`src/rtl/multisim_quasi_static_push_arbiter_pkg.sv`:
```
// Shared types and the round-robin pick helper for the quasi-static push arbiter.
package multisim_qs_pkg;

  typedef enum logic [0:0] {QS_IDLE, QS_SEND} qs_state_e;

  // Widest request vector rr_pick handles; callers zero-extend narrower ones.
  localparam int QS_MAX_CH = 32;

  // Round-robin search: start at ptr, ascend, wrap at n-1 -> 0.
  // Returns {found, idx}; idx is 0 when nothing is requested.
  function automatic logic [5:0] rr_pick(input logic [QS_MAX_CH-1:0] req,
                                         input logic [4:0] ptr,
                                         input int n);
    logic       found;
    logic [4:0] idx;
    int         c;
    found = 1'b0;
    idx   = 5'd0;
    for (int i = 0; i < QS_MAX_CH; i++) begin
      if (i < n && !found) begin
        c = int'(ptr) + i;
        if (c >= n) c = c - n;
        if (req[c]) begin
          found = 1'b1;
          idx   = c[4:0];
        end
      end
    end
    return {found, idx};
  endfunction

endpackage

```
`src/rtl/multisim_quasi_static_push_arbiter_if.sv`:
```
// Push channel toward the multisim push server.
// Handshake: a word transfers on a posedge where out_vld && out_rdy are both 1.
// While out_vld is 1 the master keeps out_data/out_idx stable until the
// transfer; out_rdy may change freely and is ignored while out_vld is 0.
interface multisim_quasi_static_push_arbiter_if #(
  parameter int DATA_WIDTH = 64,
  parameter int IDX_WIDTH  = 2
);
  logic                  out_vld;
  logic                  out_rdy;
  logic [DATA_WIDTH-1:0] out_data;
  logic [IDX_WIDTH-1:0]  out_idx;

  modport master (output out_vld, output out_data, output out_idx, input out_rdy);
  modport slave  (input out_vld, input out_data, input out_idx, output out_rdy);
endinterface

```
`src/rtl/multisim_quasi_static_push_arbiter_rr_arbiter.sv`:
```
// Combinational round-robin arbiter: request vector + start pointer -> grant.
module multisim_rr_arbiter
  import multisim_qs_pkg::*;
#(
  parameter int N  = 4,
  localparam int IW = (N > 1) ? $clog2(N) : 1
) (
  input  logic [N-1:0]  i_req,
  input  logic [IW-1:0] i_ptr,
  output logic          o_found,
  output logic [N-1:0]  o_grant,
  output logic [IW-1:0] o_idx
);
  logic [QS_MAX_CH-1:0] w_req_ext;
  logic [5:0]           w_pick;
  logic [4:0]           w_idx5;

  // Pick the first requester at or after the pointer and encode it both ways.
  always_comb begin
    w_req_ext        = '0;
    w_req_ext[N-1:0] = i_req;
    w_pick           = rr_pick(w_req_ext, 5'(i_ptr), N);
    w_idx5           = w_pick[4:0];
    o_found          = w_pick[5];
    o_idx            = IW'(w_idx5);
    o_grant          = '0;
    for (int i = 0; i < N; i++) begin
      o_grant[i] = w_pick[5] && (w_idx5 == 5'(i));
    end
  end
endmodule

```
`src/rtl/multisim_quasi_static_push_arbiter.sv`:
```
// Shares one push channel among NUM_CHANNELS slow-changing inputs: each input
// is change-detected against a shadow copy, flagged pending, and issued one
// tagged word at a time in round-robin order.
module multisim_quasi_static_push_arbiter
  import multisim_qs_pkg::*;
#(
  parameter int NUM_CHANNELS = 4,
  parameter int DATA_WIDTH   = 64,
  parameter int CNT_WIDTH    = 16,
  localparam int IDX_WIDTH   = $clog2(NUM_CHANNELS)
) (
  input  logic                               clk,
  input  logic                               rst_n,
  input  logic [NUM_CHANNELS*DATA_WIDTH-1:0] data_in,
  multisim_quasi_static_push_arbiter_if.master push,
  output logic [NUM_CHANNELS-1:0]            pending,
  output logic [CNT_WIDTH-1:0]               coalesce_cnt,
  output qs_state_e                          dbg_state,
  output logic [IDX_WIDTH-1:0]               dbg_rr_ptr
);
  logic [NUM_CHANNELS-1:0][DATA_WIDTH-1:0] r_shadow;
  logic [NUM_CHANNELS-1:0]                 r_pending;
  logic [CNT_WIDTH-1:0]                    r_cnt;
  logic [IDX_WIDTH-1:0]                    r_rr_ptr;
  qs_state_e                               r_state;
  qs_state_e                               w_state_nxt;
  logic                                    r_out_vld;
  logic [DATA_WIDTH-1:0]                   r_out_data;
  logic [IDX_WIDTH-1:0]                    r_out_idx;

  logic [NUM_CHANNELS-1:0] w_change;
  logic [NUM_CHANNELS-1:0] w_grant;
  logic [NUM_CHANNELS-1:0] w_clr;
  logic [NUM_CHANNELS-1:0] w_coal;
  logic [IDX_WIDTH-1:0]    w_win;
  logic [IDX_WIDTH-1:0]    w_ptr_nxt;
  logic                    w_found;
  logic                    w_issue;
  logic                    w_drop;
  logic [5:0]              w_coal_n;
  logic [CNT_WIDTH:0]      w_sum;
  logic [CNT_WIDTH-1:0]    w_cnt_nxt;

  multisim_rr_arbiter #(.N(NUM_CHANNELS)) u_arb (
    .i_req   (r_pending),
    .i_ptr   (r_rr_ptr),
    .o_found (w_found),
    .o_grant (w_grant),
    .o_idx   (w_win)
  );

  // A channel has changed when its sampled input differs from its shadow.
  always_comb begin
    w_change = '0;
    for (int k = 0; k < NUM_CHANNELS; k++) begin
      w_change[k] = (data_in[k*DATA_WIDTH +: DATA_WIDTH] != r_shadow[k]);
    end
  end

  // FSM state register.
  always_ff @(posedge clk) begin
    if (!rst_n) r_state <= QS_IDLE;
    else        r_state <= w_state_nxt;
  end

  // FSM next state: stay in SEND while words keep flowing back-to-back.
  always_comb begin
    w_state_nxt = r_state;
    case (r_state)
      QS_IDLE: if (w_found) w_state_nxt = QS_SEND;
      QS_SEND: if (push.out_rdy && !w_found) w_state_nxt = QS_IDLE;
      default: w_state_nxt = QS_IDLE;
    endcase
  end

  // FSM outputs: load a new winner when the channel is free or just drained.
  always_comb begin
    w_issue = 1'b0;
    w_drop  = 1'b0;
    case (r_state)
      QS_IDLE: w_issue = w_found;
      QS_SEND: begin
        w_issue = push.out_rdy && w_found;
        w_drop  = push.out_rdy && !w_found;
      end
      default: ;
    endcase
  end

  // Pending clear, coalesce detection and saturating counter update.
  // A change on the channel being issued re-sets pending without counting.
  always_comb begin
    w_clr    = w_issue ? w_grant : '0;
    w_coal   = w_change & r_pending & ~w_clr;
    w_coal_n = '0;
    for (int k = 0; k < NUM_CHANNELS; k++) begin
      w_coal_n = w_coal_n + 6'(w_coal[k]);
    end
    w_sum     = {1'b0, r_cnt} + (CNT_WIDTH+1)'(w_coal_n);
    w_cnt_nxt = w_sum[CNT_WIDTH] ? '1 : w_sum[CNT_WIDTH-1:0];
    w_ptr_nxt = (w_win == IDX_WIDTH'(NUM_CHANNELS-1)) ? '0 : w_win + IDX_WIDTH'(1);
  end

  // Datapath: shadows, pending flags, counter, pointer and the output word.
  always_ff @(posedge clk) begin
    if (!rst_n) begin
      for (int k = 0; k < NUM_CHANNELS; k++) begin
        r_shadow[k] <= data_in[k*DATA_WIDTH +: DATA_WIDTH];
      end
      r_pending  <= '1;
      r_cnt      <= '0;
      r_rr_ptr   <= '0;
      r_out_vld  <= 1'b0;
      r_out_data <= '0;
      r_out_idx  <= '0;
    end else begin
      for (int k = 0; k < NUM_CHANNELS; k++) begin
        if (w_change[k]) r_shadow[k] <= data_in[k*DATA_WIDTH +: DATA_WIDTH];
      end
      r_pending <= (r_pending & ~w_clr) | w_change;
      r_cnt     <= w_cnt_nxt;
      if (w_issue) begin
        r_out_vld  <= 1'b1;
        r_out_data <= r_shadow[w_win];
        r_out_idx  <= w_win;
        r_rr_ptr   <= w_ptr_nxt;
      end else if (w_drop) begin
        r_out_vld <= 1'b0;
      end
    end
  end

  assign push.out_vld  = r_out_vld;
  assign push.out_data = r_out_data;
  assign push.out_idx  = r_out_idx;
  assign pending       = r_pending;
  assign coalesce_cnt  = r_cnt;
  assign dbg_state     = r_state;
  assign dbg_rr_ptr    = r_rr_ptr;
endmodule
```
`src/flat_wrapper.sv`:
```
// flat-port wrapper written by rule: the top's interface ports become plain ports
module multisim_quasi_static_push_arbiter_flat import multisim_qs_pkg::*;
#(
  parameter int NUM_CHANNELS = 4,
  parameter int DATA_WIDTH   = 64,
  parameter int CNT_WIDTH    = 16,
  localparam int IDX_WIDTH   = $clog2(NUM_CHANNELS)
)
  (clk, rst_n, data_in, pending, coalesce_cnt, dbg_state, dbg_rr_ptr, push_out_vld, push_out_data, push_out_idx, push_out_rdy);
  multisim_quasi_static_push_arbiter_if #(.DATA_WIDTH(DATA_WIDTH)) push_i ();
  input  logic clk;
  input  logic rst_n;
  input  logic [NUM_CHANNELS*DATA_WIDTH-1:0] data_in;
  output logic [NUM_CHANNELS-1:0] pending;
  output logic [CNT_WIDTH-1:0] coalesce_cnt;
  output qs_state_e dbg_state;
  output logic [IDX_WIDTH-1:0] dbg_rr_ptr;
  output wire logic [$bits(push_i.out_vld)-1:0] push_out_vld;
  output wire logic [$bits(push_i.out_data)-1:0] push_out_data;
  output wire logic [$bits(push_i.out_idx)-1:0] push_out_idx;
  input wire logic [$bits(push_i.out_rdy)-1:0] push_out_rdy;
  assign push_out_vld = push_i.out_vld;
  assign push_out_data = push_i.out_data;
  assign push_out_idx = push_i.out_idx;
  assign push_i.out_rdy = push_out_rdy;
  multisim_quasi_static_push_arbiter #(.NUM_CHANNELS(NUM_CHANNELS), .DATA_WIDTH(DATA_WIDTH), .CNT_WIDTH(CNT_WIDTH)) u_core (.clk(clk), .rst_n(rst_n), .data_in(data_in), .push(push_i), .pending(pending), .coalesce_cnt(coalesce_cnt), .dbg_state(dbg_state), .dbg_rr_ptr(dbg_rr_ptr));
endmodule
```
`config.mk`:
```
export PLATFORM = sky130hd
export DESIGN_NAME = multisim_quasi_static_push_arbiter_flat
export DESIGN_NICKNAME = d
export VERILOG_FILES = /design/src/rtl/multisim_quasi_static_push_arbiter_pkg.sv /design/src/rtl/multisim_quasi_static_push_arbiter_if.sv /design/src/rtl/multisim_quasi_static_push_arbiter_rr_arbiter.sv /design/src/rtl/multisim_quasi_static_push_arbiter.sv /design/src/flat_wrapper.sv
export SDC_FILE = /design/constraint.sdc
export NUM_CORES = 1
export LEC_CHECK = 0
export ABC_AREA = 1
export BUFFER_PORTS_ARGS = -buffer_cell sky130_fd_sc_hd__buf_2
export CORE_ASPECT_RATIO = 1.75
export CORE_MARGIN = 2
export CORE_UTILIZATION = 60
export DETAILED_ROUTE_END_ITERATION = 16
export PLACE_DENSITY = 0.91
export SETUP_SLACK_MARGIN = 0.2
export SLEW_MARGIN = 20
export SYNTH_ARGS = -nofsm -noshare
export SYNTH_HDL_FRONTEND = slang
export SYNTH_SLANG_ARGS = --single-unit
```
`constraint.sdc`:
```
create_clock -name clk -period 7.2 [get_ports clk]
set_clock_uncertainty 0.05 [all_clocks]
set_input_delay 0.36 -clock clk [delete_from_list [all_inputs] [get_ports clk]]
set_output_delay 0.36 -clock clk [all_outputs]
set_load 0.01 [all_outputs]
```
-- Word-level counts from Yosys, hierarchy flattened
Cells that the tools add are included.
- flip-flop bits (word level): 346
- input port bits: 259
- output and inout port bits: 90
- logic and storage cells: 109
- $add $sub $neg: 12
- magnitude comparators: 9
- eq/ne operators: 12
- mux-type cells: 50
- bitwise logic cells: 6
- reductions and logical operators: 9
- operators with widths (operator ; number):
    64-bit two-way mux ; 5
    256-bit two-way mux ; 1
    64-bit != test ; 4
    32-bit two-way mux ; 7
    64-bit binary-select mux with 2-bit select ; 1
    32-bit by 7-bit < comparator with 1-bit output (second input constant) ; 4
    5-bit two-way mux ; 7
    1-bit binary-select mux with 5-bit select ; 4
    1-bit two-way mux ; 20
    16-bit by 6-bit adder with 17-bit output ; 1
    16-bit two-way mux ; 1
    6-bit by 1-bit adder with 6-bit output ; 2
    4-bit AND ; 3
    3-bit by 3-bit subtractor with 4-bit output (second input constant) ; 3
    5-bit by 2-bit == test with 1-bit output (second input constant) ; 2
    3-bit greater-or-equal comparator (second input constant) ; 3
    2-bit by 1-bit != test with 1-bit output (second input constant) ; 4
    2-bit by 2-bit adder with 3-bit output (second input constant) ; 2
    1-bit logical AND ; 6
    5-bit by 1-bit == test with 1-bit output (second input constant) ; 1
    5-bit logical NOT ; 1
    4-bit two-way mux ; 1
    4-bit NOT ; 1
    4-bit bitwise OR ; 1
    other kinds (12) ; 13

-- Depth between registers and ports, before layout
- depth in word-level cells: 34
- depth in mapped cells: 32
- depth with buffers taken out: 30

-- Cells and area by module
From an unflattened synthesis, not the netlist that was laid out.
- cells, all modules: 2363
- area total of the unflattened synthesis: 18779.3 µm²
- by module, submodules not included (module ; instances ; cells an instance ; area each (µm²) ; seq. area each (µm²)):
    multisim_quasi_static_push_arbiter ; 1 ; 2293 ; 18417.7 ; 9489.1
    multisim_rr_arbiter ; 1 ; 70 ; 361.6 ; 0.0

-- Least setup slack after synthesis
Ideal clock, no wire load.
- path kind: register to register
- from: register u_core.r_rr_ptr[0] (netlist: u_core.dbg_rr_ptr[0])
- to: register u_core.r_cnt[14] (netlist: u_core.coalesce_cnt[14])
- setup time: 0.115 ns
- arrival: 4.729 ns
- data required time: 7.035 ns
- setup slack: 2.305 ns
- cell stages (with the launch flop): 31
- path buffers: 2
- period minus slack after synthesis: 4.895 ns
- path through: dfxtp_1 > buf_4 > inv_4 > ha_1 > inv_1 > nand3_1 > nand3_2 > nand3_1 > nor2_2 > nand2_1 > o21ai_2 > buf_2 > ha_1 > nand2_1 > nand2_1 > nor2_1 > ha_1 > fa_1 > ha_1 > inv_1 > fa_1 > o21ai_0 > nand3_1 > nor2_1 > nand2_1 > inv_1 > nand3_1 > nand2_1 > nand2_1 > o21ai_0 > inv_1
- word-level cells in the longest chain between the ends: 23
- elaborated cells on any way between the ends: 62
- classes of those cells: 11 x add/sub; 4 x order compare; 3 x eq/ne; 36 x mux; 2 x bitwise; 6 x reduce/logical
- ends and longest elaborated chain (element ; line ; text):
    from (decl) ; multisim_quasi_static_push_arbiter.sv:24 ; logic [IDX_WIDTH-1:0] r_rr_ptr;
    from (signal assigned) ; multisim_quasi_static_push_arbiter.sv:126 ; r_rr_ptr <= w_ptr_nxt;
    2-bit by 1-bit adder with 3-bit output ; multisim_quasi_static_push_arbiter_pkg.sv:21 ; c = int'(ptr) + i;
    3-bit by 3-bit subtractor with 4-bit output or 3-bit greater-or-equal comparator (tied branches) ; multisim_quasi_static_push_arbiter_pkg.sv:22 ; if (c >= n) c = c - n;
    32-bit two-way mux ; multisim_quasi_static_push_arbiter_pkg.sv:22 ;
    32-bit two-way mux ; multisim_quasi_static_push_arbiter_pkg.sv:20 ; if (i < n && !found) begin
    1-bit binary-select mux with 5-bit select ; multisim_quasi_static_push_arbiter_pkg.sv:23 ; if (req[c]) begin
    1-bit two-way mux (not written as such) (2 in series) ; multisim_quasi_static_push_arbiter_pkg.sv:23 ;
    5-bit two-way mux ; multisim_quasi_static_push_arbiter_pkg.sv:23 ;
    5-bit two-way mux ; multisim_quasi_static_push_arbiter_pkg.sv:20 ;
    [... 6 more ...] ; -- ;
    4-bit two-way mux * ; multisim_quasi_static_push_arbiter.sv:93 ; w_clr = w_issue ? w_grant : '0;
    4-bit NOT * ; multisim_quasi_static_push_arbiter.sv:94 ; w_coal = w_change & r_pending & ~w_clr;
    4-bit AND * ; multisim_quasi_static_push_arbiter.sv:94 ;
    1-bit by 1-bit adder with 2-bit output ; multisim_quasi_static_push_arbiter.sv:97 ; w_coal_n = w_coal_n + 6'(w_coal[k]);
    6-bit by 1-bit adder with 6-bit output ; multisim_quasi_static_push_arbiter.sv:97 ;
    6-bit by 1-bit adder with 6-bit output * ; multisim_quasi_static_push_arbiter.sv:97 ;
    16-bit by 6-bit adder with 17-bit output * ; multisim_quasi_static_push_arbiter.sv:99 ; w_sum = {1'b0, r_cnt} + (CNT_WIDTH+1)'(w_coal_n);
    16-bit two-way mux * ; multisim_quasi_static_push_arbiter.sv:100 ; w_cnt_nxt = w_sum[CNT_WIDTH] ? '1 : w_sum[CNT_WIDTH-1:0];
    to (signal assigned) ; multisim_quasi_static_push_arbiter.sv:121 ; r_cnt <= w_cnt_nxt;
    to (decl) ; multisim_quasi_static_push_arbiter.sv:23 ; logic [CNT_WIDTH-1:0] r_cnt;
Every way passes the cells marked *; elsewhere a longest branch is shown, timed or not. The select of a mux whose other input is x is not followed.
A chain may end at the register's enable or synchronous reset.

-- Final worst setup path
- from: register u_core.r_rr_ptr[0] (netlist: u_core.dbg_rr_ptr[0])
- to: register u_core.r_cnt[15] (netlist: u_core.coalesce_cnt[15])
Same word-level chain as after synthesis.

==> flow_summary.ini <==
[sta]
drv_slew = 0
rsz0062_at_grt = false
max_slew_margin_pct = 27.1
worst_pin_slew_ps = 1090
finalCriticalPeriod_ps = 6470
setup_violations = 0
hold_slack_ps = 13.5
hold_viol_final = 0
fmax_ghz = 0.155
tns_ps = 0
fin_crit_sh_pct = 89.8

[floorplanning]
die-area_um2 = 31500
die_x_um = 135
ios = 349
start_util_pct = 61.1
die_h_um = 233
rows = 83
core_um2 = 29500

[grt]
grt_max_degree = 84
grt_pass1_vias = 18700
overflow = 0
grt_use_total_pct = 43.3
antenna_found_initial = 7
grt_first_pass_wirelength_um = 103000

[setup_path]
worst_ep_required_time_ps = 7620
path_class = register to register
max_stage_delay_ps = 660
crit_path_end_kind = register
cp_max_fo = 66
worst_ep_arrival_time_ps = 6890
cp-start-kind = register
slowest_stage = dfxtp_1

[synthesis]
ys_types = 34
yosys_warnings = 0
synth.avg_cell_area_um2 = 8.81
synth_edf_count = 256
synthArstFlopShare_pct = 0
ys_ff_latch = 346
syn-num-nets = 2316
synthCells = 2043
ys.flop_type = edfxtp_1
ys_seq_area_share_pct = 52.7
syn_area_um2 = 18000

[pwr]
p_seq_share_pct = 35.4
leakage_uw = 0.0113
switching_share_pct = 39.9
power_switching_uw = 2960
p_int_uw = 4460
pwr-share-clk_pct = 26.0
p_comb_share_pct = 38.7
vdd_drop_max_uv = 409
power_uw = 7420
cellPowerDensity_nw_per_um2 = 316

[routing]
drt-total-wl_um = 69700
route.vias.total = 18200
via_per_inst = 6.06
routedWlPerCell_um = 23.1
drc_errors = 0
drt-pass1-iter-count = 7
drt-initial-drc-count = 2294
ant_nets = 0

[placement]
placed_cells = 2703
dp_hpwl_um = 38900
port_buffers = 348
globalplace.congestion = 0.898
dpl_cell_area_um2 = 19900

[cells_and_area]
fin_nets = 2866
drive_gt1_share_pct = 17.6
synthToLayoutAreaGrowth_pct = 30.3
fin_cells = 3012
nFillCells = 1617
fin_area_um2 = 23500
layout_common_cells = inv_1 (364), nand3_1 (364), buf_2 (348)

[run_status]
status = finished, final reports clean

[clock_network]
cts.sinks = 346
root_buffer = clkbuf_16
h-tree-depth = 2
cts_made_buffers = 34
cts.clk_slew.worst_paths_ps = 70
cts_tree = built
clockBufferDepth = 3
insertion_delay_ps = 540

[worst_hold_path]
hp-class = input pin to register

[flow_run]
cap_viol_max_count = 0
==> routing by layer <==
layer | vias up | track usage, % | wire [um]
met2 | 1710 | 73.5 | 33800
li1 | 7677 | - | -
met5 | - | 0 | 13
met3 | 519 | 10.0 | 7410
met4 | 2 | 35.0 | 7020
met1 | 8341 | 45.6 | 21400
==> per-stage QoR <==
step	setup slack [ps]	util [%]
2_1_floorplan	2310	-
3_3_place_gp	1070	67.5
3_5_place_dp	939	67.5
4_1_cts	871	79.3
5_1_grt	215	79.5
6_report	731	79.6
==> power groups by stage <==
stage / clock network, uW / logic (uW) / registers, uW
3_5_place_dp: 0 / 2500 / 2620
4_1_cts: 1890 / 2620 / 2580
6_report: 1930 / 2870 / 2620
3_3_place_gp: 0 / 2400 / 2600
5_1_grt: 1990 / 3080 / 2630
2_1_floorplan: 0 / 1750 / 2650
==> cell usage after synthesis (all sizes together) (2+ instances only) <==
cell type	number	area [um^2]
a31oi	2	12.5
nand2	317	1190
nor3	11	55.1
nor4	14	87.6
inv	369	1390
dfxtp	90	1800
o21ai	15	78.8
buf	71	414
or2	35	219
nand4	51	319
xor2	50	438
clkbuf	9	33.8
xnor2	162	1420
ha	12	150
edfxtp	256	7690
nand3	366	1840
fa	2	40.0
nor2	189	712
a21oi	16	80.1
==> cell type report <==
type | instances | area (um^2) | area share, %
Sequential cell | 346 | 9490 | 40.4
Tap cell | 382 | 478 | 2.04
Clock buffer | 47 | 930 | 3.96
Multi-Input combinational cell | 1247 | 6740 | 28.7
Timing Repair Buffer | 594 | 4180 | 17.8
Inverter | 370 | 1390 | 5.94
Clock inverter | 15 | 228 | 0.971
Antenna cell | 11 | 27.5 | 0.117
==> critical path: cells and delay by family (launching register included) <==
| family | cells | cell delay, ps |
|---|---|---|
| adder cells (fa/ha/maj) | 5 | 1800 |
| buffers and inverters | 7 | 1120 |
| flip-flops | 1 | 660 |
| AND/OR/NAND/NOR | 13 | 2140 |
| AO/OA/AOI/OAI | 3 | 630 |
==> timing repair <==
action / CTS / global route
endpoints found under the hold margin: 232 / 4
setup buffers: 0 / 0
resized for setup: 0 / 0
hold buffers: 232 / 4
==> state kept, by name, summed over array words and instances, names as in the netlist <==
signal and flops:
u_core.r_shadow 256, u_core.push.out_data 64, u_core.coalesce_cnt 16, u_core.pending 4
u_core.dbg_rr_ptr 2, u_core.push.out_idx 2, u_core.dbg_state 1, u_core.push.out_vld 1
==> worst paths after layout <==
kind	from	end	slack, ps	depth (start not counted)
min	data_in[123]	u_core.r_shadow[123]	10	1
min reg2reg	u_core.push.out_vld	u_core.push.out_vld	460	2
max	u_core.dbg_rr_ptr[0]	u_core.coalesce_cnt[15]	730	28
max reg2reg	u_core.dbg_rr_ptr[0]	u_core.coalesce_cnt[15]	730	28
==> logic make-up (layout without fill, tap and decap cells) <==
| group | after synthesis | in the layout | synth area share, % |
|---|---|---|---|
| compound gates | 35 | 35 | 1.04 |
| xor+xnor | 212 | 212 | 10.3 |
| buf+inv | 450 | 1026 | 10.2 |
| other cells | 0 | 11 | 0 |
| fa+ha+maj | 14 | 14 | 1.06 |
| simple gates | 986 | 986 | 24.7 |
| flops | 346 | 346 | 52.7 |
Power figures use the tool's default switching activity.
